`config.mk`:
```
export PLATFORM = sky130hd
export DESIGN_NAME = reset_request_gen
export DESIGN_NICKNAME = d
export VERILOG_FILES = /design/src/rtl/reset_request_gen.sv
export SDC_FILE = /design/constraint.sdc
export NUM_CORES = 1
export LEC_CHECK = 0
export BUFFER_PORTS_ARGS = -buffer_cell sky130_fd_sc_hd__clkbuf_2
export CELL_PAD_IN_SITES_DETAIL_PLACEMENT = 1
export CELL_PAD_IN_SITES_GLOBAL_PLACEMENT = 1
export CORE_UTILIZATION = 45
export CTS_BUF_LIST = sky130_fd_sc_hd__clkbuf_2
export CTS_CLUSTER_SIZE = 28
export DETAILED_ROUTE_END_ITERATION = 10
export HOLD_SLACK_MARGIN = 0.1
export PLACE_DENSITY_LB_ADDON = 0.1
export SYNTH_ARGS = -nofsm -noshare
export SYNTH_HDL_FRONTEND = slang
export SYNTH_SLANG_ARGS = --single-unit
```
`constraint.sdc`:
```
create_clock -name clk -period 3.6 [get_ports clk]
set_input_delay 0.72 -clock clk [delete_from_list [all_inputs] [get_ports clk]]
set_output_delay 0.72 -clock clk [all_outputs]
set_load 0.1 [all_outputs]
```
`src/rtl/reset_request_gen.sv`:
```
// reset_request_gen: source end of the core reset path. Collects power-on, debounced
// push-button, software and watchdog reset requests, stretches each accepted request into a
// fixed-width reset_req pulse followed by a hold-off window, and records the cause.
module reset_request_gen #(
   parameter int unsigned DEBOUNCE_CYCLES = 16,
   parameter int unsigned PULSE_CYCLES    = 8,
   parameter int unsigned HOLDOFF_CYCLES  = 4,
   parameter int unsigned WDT_WIDTH       = 16
) (
   input  logic                 clk,
   input  logic                 reset_n,
   input  logic                 btn_in,
   input  logic                 sw_req,
   input  logic                 wdt_en,
   input  logic [WDT_WIDTH-1:0] wdt_load,
   input  logic                 wdt_kick,
   input  logic                 cause_clr,
   output logic                 reset_req,
   output logic [2:0]           cause,
   output logic                 busy
);

   // Debounce counter only has to reach DEBOUNCE_CYCLES-1.
   localparam int unsigned DbW = $clog2(DEBOUNCE_CYCLES);
   // One counter is shared by the pulse and hold-off phases.
   localparam int unsigned CntMax = (PULSE_CYCLES > HOLDOFF_CYCLES) ? PULSE_CYCLES :
                                                                      HOLDOFF_CYCLES;
   localparam int unsigned CntW = (CntMax > 1) ? $clog2(CntMax) : 1;

   localparam logic [DbW-1:0]       DbLast    = DbW'(DEBOUNCE_CYCLES - 1);
   localparam logic [DbW-1:0]       DbOne     = DbW'(1);
   localparam logic [CntW-1:0]      PulseLast = CntW'(PULSE_CYCLES - 1);
   localparam logic [CntW-1:0]      HoldLast  = CntW'(HOLDOFF_CYCLES - 1);
   localparam logic [CntW-1:0]      CntOne    = CntW'(1);
   localparam logic [WDT_WIDTH-1:0] WdtOne    = WDT_WIDTH'(1);

   typedef enum logic [1:0] {
      StIdle,
      StAssert,
      StHoldoff
   } state_e;

   // Button path
   logic           sync1_q, sync2_q;
   logic [DbW-1:0] db_cnt_q, db_cnt_d;
   logic           db_level_q, db_level_d;
   logic           btn_evt_q, btn_evt_d;

   // Watchdog
   logic [WDT_WIDTH-1:0] wdt_cnt_q, wdt_cnt_d;
   logic                 wdt_evt_q, wdt_evt_d;

   // Sequencer
   state_e          state_q, state_d;
   logic [CntW-1:0] cnt_q, cnt_d;
   logic [2:0]      cause_q, cause_d;
   logic            reset_req_q, busy_q;
   logic [2:0]      evt;

   assign evt = {wdt_evt_q, sw_req, btn_evt_q};

   // Debounce: level follows the synced pin only after DEBOUNCE_CYCLES differing samples.
   always_comb begin
      db_cnt_d   = db_cnt_q;
      db_level_d = db_level_q;
      if (sync2_q == db_level_q) begin
         db_cnt_d = '0;
      end else if (db_cnt_q == DbLast) begin
         db_cnt_d   = '0;
         db_level_d = sync2_q;
      end else begin
         db_cnt_d = db_cnt_q + DbOne;
      end
      // Only a press produces an event; release is tracked silently.
      btn_evt_d = db_level_d & ~db_level_q;
   end

   // Synchroniser, debounce state and registered button event.
   always_ff @(posedge clk or negedge reset_n) begin
      if (!reset_n) begin
         sync1_q    <= 1'b0;
         sync2_q    <= 1'b0;
         db_cnt_q   <= '0;
         db_level_q <= 1'b0;
         btn_evt_q  <= 1'b0;
      end else begin
         sync1_q    <= btn_in;
         sync2_q    <= sync1_q;
         db_cnt_q   <= db_cnt_d;
         db_level_q <= db_level_d;
         btn_evt_q  <= btn_evt_d;
      end
   end

   // Watchdog: reload when disabled, kicked or sequencer busy; otherwise count down.
   always_comb begin
      wdt_cnt_d = wdt_cnt_q - WdtOne;
      wdt_evt_d = 1'b0;
      if (!wdt_en || wdt_kick || (state_q != StIdle)) begin
         wdt_cnt_d = wdt_load;
      end else if (wdt_cnt_q == WdtOne) begin
         wdt_cnt_d = wdt_load;
         wdt_evt_d = (wdt_load != '0);
      end
   end

   // Watchdog counter and registered expiry event. The counter leaves reset with the
   // sequencer in StAssert, so it is reloaded from wdt_load on the first clock anyway.
   always_ff @(posedge clk or negedge reset_n) begin
      if (!reset_n) begin
         wdt_cnt_q <= '0;
         wdt_evt_q <= 1'b0;
      end else begin
         wdt_cnt_q <= wdt_cnt_d;
         wdt_evt_q <= wdt_evt_d;
      end
   end

   // Sequencer next state, phase counter and cause capture.
   always_comb begin
      state_d = state_q;
      cnt_d   = cnt_q;
      cause_d = cause_q;
      case (state_q)
         StIdle: begin
            if (evt != 3'b000) begin
               state_d = StAssert;
               cnt_d   = '0;
            end
         end
         StAssert: begin
            if (cnt_q == PulseLast) begin
               state_d = StHoldoff;
               cnt_d   = '0;
            end else begin
               cnt_d = cnt_q + CntOne;
            end
         end
         StHoldoff: begin
            if (cnt_q == HoldLast) begin
               state_d = StIdle;
               cnt_d   = '0;
            end else begin
               cnt_d = cnt_q + CntOne;
            end
         end
         default: begin
            state_d = StIdle;
            cnt_d   = '0;
         end
      endcase
      // A capture beats a simultaneous clear.
      if ((state_q == StIdle) && (evt != 3'b000)) begin
         cause_d = evt;
      end else if (cause_clr) begin
         cause_d = 3'b000;
      end
   end

   // Sequencer state and registered outputs.
   always_ff @(posedge clk or negedge reset_n) begin
      if (!reset_n) begin
         state_q     <= StAssert;
         cnt_q       <= '0;
         cause_q     <= 3'b000;
         reset_req_q <= 1'b1;
         busy_q      <= 1'b1;
      end else begin
         state_q     <= state_d;
         cnt_q       <= cnt_d;
         cause_q     <= cause_d;
         reset_req_q <= (state_d == StAssert);
         busy_q      <= (state_d != StIdle);
      end
   end

   assign reset_req = reset_req_q;
   assign busy      = busy_q;
   assign cause     = cause_q;

endmodule

```
## After elaboration in Yosys (flattened, before gate mapping)

Index checks and enable logic that the tools add are counted.

| cells by class | value |
|---|---|
| $add $sub $neg | 3 |
| equal/unequal tests | 9 |
| muxes and demuxes | 18 |
| bitwise gates (word level) | 2 |
| reduce and logical (&&, ||, !) cells | 10 |

Operators with widths:

| operator | number |
|---|---|
| 16-bit two-way mux | 2 |
| 16-bit by 1-bit == test with 1-bit output, second input constant | 1 |
| 16-bit nonzero test | 1 |
| 16-bit by 1-bit subtractor with 16-bit output, second input constant | 1 |
| 3-bit two-way mux | 5 |
| 3-bit case mux with 3 select lines | 1 |
| 4-bit two-way mux | 2 |
| 2-bit two-way mux | 3 |
| 2-bit case mux with 3 select lines | 1 |
| 2-bit nonzero test | 3 |
| 4-bit by 1-bit adder with 4-bit output, second input constant | 1 |
| 2-bit by 1-bit == test with 1-bit output, second input constant | 2 |
| 4-bit == test, second input constant | 1 |
| 1-bit two-way mux | 4 |
| 3-bit by 1-bit adder with 3-bit output, second input constant | 1 |
| 3-bit by 2-bit == test with 1-bit output, second input constant | 1 |
| 3-bit == test, second input constant | 1 |
| 3-bit nonzero test | 1 |
| 2-bit == test, second input constant | 1 |
| 2-bit zero test | 1 |
| 1-bit logical OR | 2 |
| 2-bit != test, second input constant | 1 |
| 1-bit AND | 1 |
| 1-bit == test | 1 |
| 3 further kinds | 3 |

| word-level totals | value |
|---|---|
| flip-flop bits (word level) | 35 |
| bits of input ports | 23 |
| output and inout port bits | 5 |

## Logic depth before layout (Yosys ltp)

Gate-level depths: netlist of run 1.

| logic depth | value |
|---|---|
| depth in word-level cells | 4 |
| gate-level depth with buffers | 7 |
| depth with buffers taken out | 7 |

## Worst setup path after synthesis of run 1

No wires, ideal clock.

| timing | value |
|---|---|
| path kind | reg2reg |
| start point | register state_q[0] |
| end point | register wdt_cnt_q[10] |
| setup time | 0.125 ns |
| arrival time | 1.691 ns |
| data required time | 3.475 ns |
| slack | 1.784 ns |
| stages on the path, launching flop included | 8 |
| buffers on the path | 2 |
| period minus slack after synthesis | 1.816 ns |
| cell sequence | dfstp_2 > inv_1 > ha_1 > and3b_1 > buf_2 > nand2_4 > buf_12 > mux2_4 |

| on the way | value |
|---|---|
| cells in the longest elaborated chain, start to end | 3 |

Ends and longest elaborated chain:

| element | line | source |
|---|---|---|
| from (decl) | 54 | `state_e state_q, state_d;` |
| from (signal assigned) | 163 | `state_q <= StAssert;` |
| from (signal assigned) | 169 | `state_q <= state_d;` |
| 2-bit nonzero test | 99 | `if (!wdt_en \|\| wdt_kick \|\| (state_q != StIdle)) begin` |
| 1-bit logical OR | 99 |  |
| 16-bit two-way mux | 99 |  |
| named net wdt_cnt_d[10] | 50 | `logic [WDT_WIDTH-1:0] wdt_cnt_q, wdt_cnt_d;` |
| to (signal assigned) | 114 | `wdt_cnt_q <= wdt_cnt_d;` |
| to (decl) | 50 |  |

The timed path passes the listed nets, and every way through them passes these cells.
A chain may end at the register's enable or synchronous reset.

## Worst setup path after layout of run 1

| timing | value |
|---|---|
| start point | register reset_req_q, in the netlist reset_req |
| end point | output port reset_req |

RTL lines:

| element | line | source |
|---|---|---|
| from (decl) | 57 | `logic reset_req_q, busy_q;` |
| from (signal assigned) | 172 | `reset_req_q <= (state_d == StAssert);` |
| to (decl) | 18 | `output logic reset_req,` |

No word-level cell between the ends.

==> key figures, run 1 <==
Status
  • Status: finished clean

Power and ir drop
  • Worst VDD drop: 286 uV
  • Power density cells: 550 nW/um^2
  • Leakage Power: 0.991 nW

GRT
  • Initial antenna violation count: 0
  • Vias in the first global route: 1487
  • Global-route usage over all layers: 0.216
  • Largest net degree at the start of global routing: 36
  • Total gr overflow: 0
  • First-pass GRT wire length: 7120 microns

Floorplanning
  • Die area: 4590 sq um
  • Core Region: 4090 sq um
  • DIE WIDTH: 67.7 microns
  • Initial Utilization: 0.476
  • Die height: 67.7 microns
  • IO Pins: 28
  • Core Rows: 23

Job
  • Max-Cap Viols: 0

Critical path
  • CP cell instances: clkbuf_2
  • Critical Path End Type: primary output
  • Worst Setup Start Kind: register
  • Kind of cell adding the most delay to the critical path: flip-flops
  • Worst path required time: 2880 ps
  • Worst path buffer plus inverter count: 1
  • WP data arrival: 1380 ps
  • Critical Path Fanout Max: 1
  • Largest stage delay, worst path: 560 ps
  • Worst path slowest cell: dfstp_2
  • Setup Crit Path Kind: reg2out

Route
  • Drt pass-1 iters: 4
  • Via count: 1369
  • DRC violations left: 0
  • DR vias/cell: 5.54
  • Antenna-violating nets left: 0
  • Routed WL per cell: 16.9 microns
  • Total Routed Length: 4160 microns
  • Detailed Route Iter0 Violations: 58

Clocking
  • CTS tree: done
  • Cts bufs inserted: 5
  • Worst skew pair latency: 390 ps
  • H-tree depth: 2
  • Cts repair resizes: 0
  • CTS root buf: clkbuf_2
  • Cts hold-fix bufs: 0
  • CTS Buffer Depth: 2
  • Clock sinks: 35
  • Setup bufs post-CTS: 0
  • Clock transition at path regs: 180 ps

Synthesis
  • Synth Flop Type: dfrtp_1
  • Post-Synthesis Cells: 165
  • Synthesis warning total: 0
  • Register area share after synthesis: 0.452
  • Synth Register Bits: 35
  • Syn_area_per_cell: 11.8 sq um
  • Synth cell types: 42
  • Post-Syn Area: 1940 sq um
  • EDFF count, synth: 0
  • Syn nets: 199
  • Asr flop ratio synth: 1.00

Timing
  • Final Hold Vio Count: 0
  • Fmax: 475 MHz
  • RSZ-0062 raised after global routing: no
  • Final period util: 0.584
  • Final setup TNS: 0 ps
  • Final worst setup slack: 1500 ps
  • Hold WS: 389 ps
  • Final Skew: 5.97 ps
  • Slew Viols, Final: 0
  • Final critical-path required period: 2100 ps
  • Slew @ Worst Pin: 880 ps
  • Slew margin rel.: 0.413
  • Final setup fails: 0

Cells and area
  • # nets final: 230
  • Synthesis-to-layout area growth: 11.6%
  • Antenna Cells: 0
  • Layout cell share with drive strength beyond 1: 0.305

Hold path
  • Worst hold path class: reg2reg

Place
  • # port buffers: 27
  • Worst slack, placed: 1640 ps
  • DP HPWL: 3200 microns
  • RD Place Congestion: 0.790
-- worst paths after layout --
kind / startpoint / end / slack [ps] / cells after the start
setup reg to reg: state_q[0] / wdt_cnt_q[4] / 1630 / 5
setup / recovery: reset_req / reset_req / 1500 / 1
hold / removal: sync1_q / sync2_q / 390 / 0
max in group asynchronous: reset_n / db_cnt_q[2] / 2640 / 1
hold reg to reg: sync1_q / sync2_q / 390 / 0
min in group asynchronous: reset_n / cnt_q[2] / 420 / 1
-- logic make-up after synthesis --
logic type / Yosys count / synth area share
DFF: 35 / 0.452
muxes: 14 / 0.0978
xor gates and xnor gates: 13 / 0.0586
and+or+nand+nor: 52 / 0.195
adders and majority gates: 11 / 0.0708
buffers and inverters: 12 / 0.0360
AOI/OAI and AO/OA: 28 / 0.0895
-- power breakdown --
part	leakage (nW)	switching (mW)	internal, mW
registers	0.431	0.0661	0.467
clock network	0.0404	0.137	0.114
logic	0.519	0.268	0.142
-- per-layer routing --
layer	routed length (microns)	vias to the layer above	track usage	share of wire
met2	2010	32	0.350	0.48
met1	1910	670	0.266	0.46
li1	-	656	-	-
met3	151	11	0.0608	0.036
met5	0	-	0	0
met4	90	0	0.0931	0.022
-- flip-flops by register name (all words and copies together) (netlist names) --
register    cells
sync2_q         1
btn_evt_q       1
busy            1
cause           3
db_level_q      1
sync1_q         1
cnt_q           3
state_q         2
wdt_cnt_q      16
db_cnt_q        4
reset_req       1
wdt_evt_q       1
-- Yosys cell counts (2+ instances only) --
cell type,instances,area share
mux2_4,9,0.069
o21ai_0,10,0.026
a21oi_1,8,0.021
mux2_2,4,0.023
dfrtp_1,32,0.41
nor2b_1,4,0.013
inv_1,9,0.017
nand4b_1,2,0.0090
ha_1,11,0.071
a22o_1,3,0.014
nor3_1,3,0.0077
nor4b_2,2,0.015
nand3_1,3,0.0077
nor2_1,6,0.012
a41oi_1,3,0.014
xor2_1,2,0.0090
nor3b_1,2,0.0077
dfstp_2,3,0.041
xnor2_1,11,0.050
or3_1,2,0.0064
nand4_1,3,0.0097
nand2_1,9,0.017
nor4_1,4,0.013
nor4_2,2,0.013
-- area by class of cell --
type,count,area [sq um]
fill,450,1920
sequential,35,880
inverter,9,33.8
timing repair buffer,27,135
multi-input combinational,118,995
tap,50,62.6
clock buffer,5,25.0
clock inverter,3,38.8
-- through the flow --
stage                     area [sq um]  cells  total power [mW]  utilization
after CTS                         2170    247              1.21        0.531
after global routing              2170    247              1.26        0.531
after global placement            2110    239             0.924        0.515
after detailed placement          2110    239             0.952        0.515
after floorplan                   1940    165             0.857            -
final                             2170    247              1.19        0.531
-- cell usage in the layout (no fill, tap or decap), drive strengths merged, types with 4 or more instances in the layout --
cell type	netlist	final
mux2	13	13
nand4	4	4
a21oi	8	8
o21ai	10	10
ha	11	11
nand2	10	10
dfrtp	32	32
inv	9	9
xnor2	11	11
nor4	7	7
nor2	6	6
nor3	4	4
clkbuf	0	32
nor2b	4	4
No activity file was read; power rests on OpenSTA's default activity.
==> run 2: changes to the inputs <==
Clock period 3.6 ns to 2.02 ns, I/O delays scaled along.
==> run 2 against run 1 <==
Against the previous run: clock skew up 14 ps; largest power group unchanged; worst setup slack worse by 1400 ps; highest routed layer unchanged; via count up 2.6%; critical endpoint is now wdt_cnt_q[9]; sequential power up 78%.
==> key figures, run 2 (synthesized netlist as in run 1, its figures left out) <==
Status
  • Status: finished clean

Job
  • Max-Cap Viols: 0

Power and ir drop
  • Leakage Power: 1.03 nW
  • Pint: 1.19 mW
  • Flop pwr share: 0.470
  • Sw frac: 0.410
  • Clock power share: 0.161
  • Power density cells: 906 nW/um^2
  • Switching power: 828 uW
  • Comb pwr share: 0.369
  • Tot Pwr: 2.02 mW
  • Worst VDD drop: 380 uV

Cells and area
  • Max FFs per register: 16
  • Filler cells: 458
  • Antenna Cells: 0
  • Register bank with the most flops: wdt_cnt_q
  • Final core occ: 0.546
  • Most frequent cells in the layout: clkbuf_2, dfrtp_1, xnor2_1, ha_1, o21ai_0
  • Synthesis-to-layout area growth: 14.7%
  • # nets final: 241
  • Largest regs: wdt_cnt_q (16), db_cnt_q (4)
  • Layout cell share with drive strength beyond 1: 0.332
  • Commonest non-fill, non-tap cell in the layout: clkbuf_2

Clocking
  • Clock sinks: 35
  • CTS root buf: clkbuf_2
  • Cts repair resizes: 0
  • Cts bufs inserted: 5
  • CTS Buffer Depth: 2
  • CTS tree: done
  • H-tree depth: 2
  • Clock transition at path regs: 190 ps
  • Worst skew pair latency: 390 ps

Route
  • Antenna-violating nets left: 0
  • Routed WL per cell: 16.5 microns
  • Detailed Route Iter0 Violations: 48
  • Drt pass-1 iters: 4
  • Total Routed Length: 4250 microns
  • Via count: 1404
  • DRC violations left: 0
  • DR vias/cell: 5.44

Timing
  • Slew @ Worst Pin: 592 ps
  • Final critical-path required period: 1900 ps
  • Hold WS: 246 ps
  • Slew Viols, Final: 0
  • Fmax: 525 MHz
  • Final Hold Vio Count: 0
  • Slew margin rel.: 0.602
  • Final setup TNS: 0 ps
  • RSZ-0062 raised after global routing: no
  • Final period util: 0.943
  • Final setup fails: 0
  • Final Skew: 20.2 ps

Floorplanning
  • DIE WIDTH: 67.7 microns
  • Core Rows: 23
  • Die area: 4590 sq um
  • IO Pins: 28
  • Die height: 67.7 microns
  • Initial Utilization: 0.476
  • Core Region: 4090 sq um

Critical path
  • Worst path required time: 2310 ps
  • Critical Path Fanout Max: 9
  • Critical Path End Type: register
  • WP data arrival: 2190 ps
  • Worst Reg-to-Reg Cells: 5
  • Setup Crit Path Kind: reg2reg
  • Worst Setup Start Kind: register

GRT
  • First-pass GRT wire length: 7140 microns
  • Total gr overflow: 0
  • Vias in the first global route: 1531
  • Initial antenna violation count: 0
  • Largest net degree at the start of global routing: 16
  • Global-route usage over all layers: 0.214

Place
  • RD Place Congestion: 0.788
  • DP HPWL: 3310 microns
  • # port buffers: 27

Hold path
  • Hold depth: 3
  • Worst hold path class: in2reg
[run 2: timing repair]
action,in CTS,in global routing
endpoints found under the hold margin,11,0
hold buffers,2,0
setup endpoints to repair,0,3
buffers inserted,0,1
[run 2: cell type report]
class                   instances  area (sq um)  share of cell area
flip-flops and latches         35           880               0.394
multi-input cells             119          1000               0.449
well taps                      50          62.6              0.0280
inverters                       9          33.8              0.0151
clock inverters                 2          8.76             0.00393
clock buffers                   6          30.0              0.0135
repair buffers                 37           215              0.0965
[run 2: metal layers]
metal  global-route usage  vias to the layer above  routed length (microns)
li1                     -                      680                        -
met3               0.0541                       12                      141
met1                0.261                      683                     2020
met4               0.0931                        0                       95
met5                    0                        -                        0
met2                0.355                       29                     2000
[run 2: power groups by stage]
stage	Sequential, mW	Combinational (mW)	Clock (mW)
after detailed placement	0.966	0.739	0
after global routing	0.969	0.813	0.373
after global placement	0.950	0.716	0
after floorplan	1.15	0.378	0
final	0.950	0.746	0.325
after CTS	0.951	0.747	0.342
[run 2: per-stage QoR]
stage	instances	instance area [sq um]	worst slack (ps)
final	258	2230	115
after global routing	258	2230	11.4
after CTS	256	2220	75.6
after detailed placement	246	2160	137
after global placement	246	2160	210
after floorplan	165	1940	204
[run 2: path summary, 6_finish.rpt]
path,startpoint,end,slack [ps]
min in group asynchronous,reset_n,cnt_q[2],420
max in group asynchronous,reset_n,wdt_cnt_q[9],1070
worst max-delay path,state_q[0],wdt_cnt_q[9],120
worst min-delay path,wdt_load[1],wdt_cnt_q[1],250
worst max register to register,state_q[0],wdt_cnt_q[9],120
worst min register to register,sync1_q,sync2_q,370
[run 2: critical path, stage by stage, from the launching register on]
cell and delay [ps]:
dfstp_2 610, inv_1 70, ha_1 210, and3b_1 300
nand2_2 280, mux2_4 320
==> run 3: changes to the inputs <==
Settings changed: GPL_TIMING_DRIVEN set to 0.
==> run 3 against run 2 <==
Against the previous run: via count shrank 3.1%; worst setup slack lost 16 ps; final area grew 1.5%; register-to-register slack lost 20 ps; sequential share of layout area shrank 0.57 points; global-route usage shrank 1.1 points; clock power grew 41%; combinational power grew 5.1%; critical path depth is the same; wire length shrank 4.2%; die area is the same; flip-flop and latch count is the same; critical path type unchanged; largest cell class unchanged; highest routed layer unchanged.
==> key figures, run 3 (synthesized netlist as in run 1, its figures left out) <==
GRT
  • Layer with the highest usage: met2
  • First-pass GRT wire length: 6820 microns
  • Total gr overflow: 0
  • Met2 Track Usage GR: 0.324
  • Initial antenna violation count: 0
  • Global-route usage over all layers: 0.204
  • Vias in the first global route: 1448
  • Grt met3 use: 0.0541
  • GR Util met1: 0.265
  • Largest net degree at the start of global routing: 36

Timing
  • Final setup fails: 0
  • Slew Viols, Final: 0
  • Final Skew: 21.9 ps
  • Final setup TNS: 0 ps
  • RSZ-0062 raised after global routing: no
  • Fmax: 521 MHz
  • Slew margin rel.: 0.406
  • Final Hold Vio Count: 0
  • Slew @ Worst Pin: 891 ps
  • Final period util: 0.951
  • Final critical-path required period: 1920 ps

Place
  • RD Place Congestion: 0.824
  • DP HPWL: 3060 microns
  • # port buffers: 27

Critical path
  • Reg2reg setup slack: 100 ps
  • Setup Crit Path Kind: reg2reg
  • Worst Reg-to-Reg Cells: 5
  • Worst Setup Start Kind: register
  • WP data arrival: 2200 ps
  • Worst path required time: 2300 ps
  • Critical Path Fanout Max: 10
  • Critical Path End Type: register

Clocking
  • CTS root buf: clkbuf_2
  • Clock transition at path regs: 200 ps
  • H-tree depth: 2
  • Worst skew pair latency: 390 ps
  • Cts bufs inserted: 5
  • CTS Buffer Depth: 2
  • Clock sinks: 35
  • CTS tree: done

Route
  • DR vias/cell: 5.36
  • Via count: 1361
  • Antenna-violating nets left: 0
  • Routed WL per cell: 16.0 microns
  • Detailed Route Iter0 Violations: 74
  • Total Routed Length: 4070 microns
  • DRC violations left: 0
  • Drt pass-1 iters: 4

Power and ir drop
  • Tot Pwr: 2.18 mW
  • Worst VDD drop: 491 uV
  • Leakage Power: 1.04 nW
  • Power density cells: 963 nW/um^2

Cells and area
  • # nets final: 237
  • Most frequent cells in the layout: dfrtp_1, clkbuf_2, xnor2_1, o21ai_0, ha_1
  • Max FFs per register: 16
  • Register bank with the most flops: wdt_cnt_q
  • Largest regs: wdt_cnt_q (16), db_cnt_q (4)
  • Antenna Cells: 0
  • Layout cell share with drive strength beyond 1: 0.333
  • Synthesis-to-layout area growth: 16.4%

Hold path
  • Worst hold path class: in2async

Floorplanning
  • Die area: 4590 sq um
  • Die height: 67.7 microns
  • Core Rows: 23
  • Core Region: 4090 sq um
  • DIE WIDTH: 67.7 microns
  • Initial Utilization: 0.476
  • IO Pins: 28

Job
  • Max-Cap Viols: 0

Status
  • Status: finished clean
[run 3: layout make-up]
type / count / area (sq um)
Timing Repair Buffer: 31 / 168
Clock inverter: 3 / 43.8
Tap cell: 50 / 62.6
Multi-Input combinational cell: 118 / 1010
Fill cell: 462 / 1820
Sequential cell: 35 / 880
Buffer: 3 / 36.3
Clock buffer: 5 / 25.0
Inverter: 9 / 33.8
[run 3: worst paths after layout]
kind	startpoint	endpoint
min in group clk	wdt_load[1]	wdt_cnt_q[1]
worst min-delay path	reset_n	cnt_q[2]
worst max-delay path	wdt_cnt_q[13]	wdt_cnt_q[8]
worst min register to register	sync1_q	sync2_q
max in group asynchronous	reset_n	wdt_cnt_q[3]
worst max register to register	wdt_cnt_q[13]	wdt_cnt_q[8]
[run 3: routing by layer]
metal  wire length [microns]  part of all wire
met5                       0                 0
met4                      70             0.017
met3                     151             0.037
met2                    1890              0.46
met1                    1960              0.48
[run 3: worst max-delay path, cell delays in order, from the launching register on]
cell and delay (ps):
dfrtp_1 460, nor4_2 450, nand4_4 250, nand2_4 180, buf_12 150, mux2_4 300
[run 3: power by group]
| group | leakage (nW) | switching [mW] | internal [mW] |
|---|---|---|---|
| Clock | 0.0429 | 0.247 | 0.210 |
| Sequential | 0.431 | 0.108 | 0.832 |
| Combinational | 0.568 | 0.489 | 0.295 |
| Total | 1.04 | 0.844 | 1.34 |
[run 3: per-stage QoR]
stage | cell area (sq um) | util | std cells | hold slack [ps] | worst slack, ps
after floorplan | 1940 | - | 165 | 108 | 204
after global placement | 2140 | 0.524 | 242 | 338 | 52.1
after detailed placement | 2140 | 0.524 | 242 | 341 | 3.68
after CTS | 2230 | 0.545 | 252 | 117 | 11.8
after global routing | 2260 | 0.554 | 254 | 145 | 7.59
final | 2260 | 0.554 | 254 | 90.9 | 99.6
[run 3: what timing repair did]
action,in CTS,in global routing
endpoints found under the setup margin,9,10
cloned,0,0
setup buffers,1,2
gates resized for setup,0,3
endpoints found under the hold margin,1,0
pin swaps,0,1
hold buffers,1,0
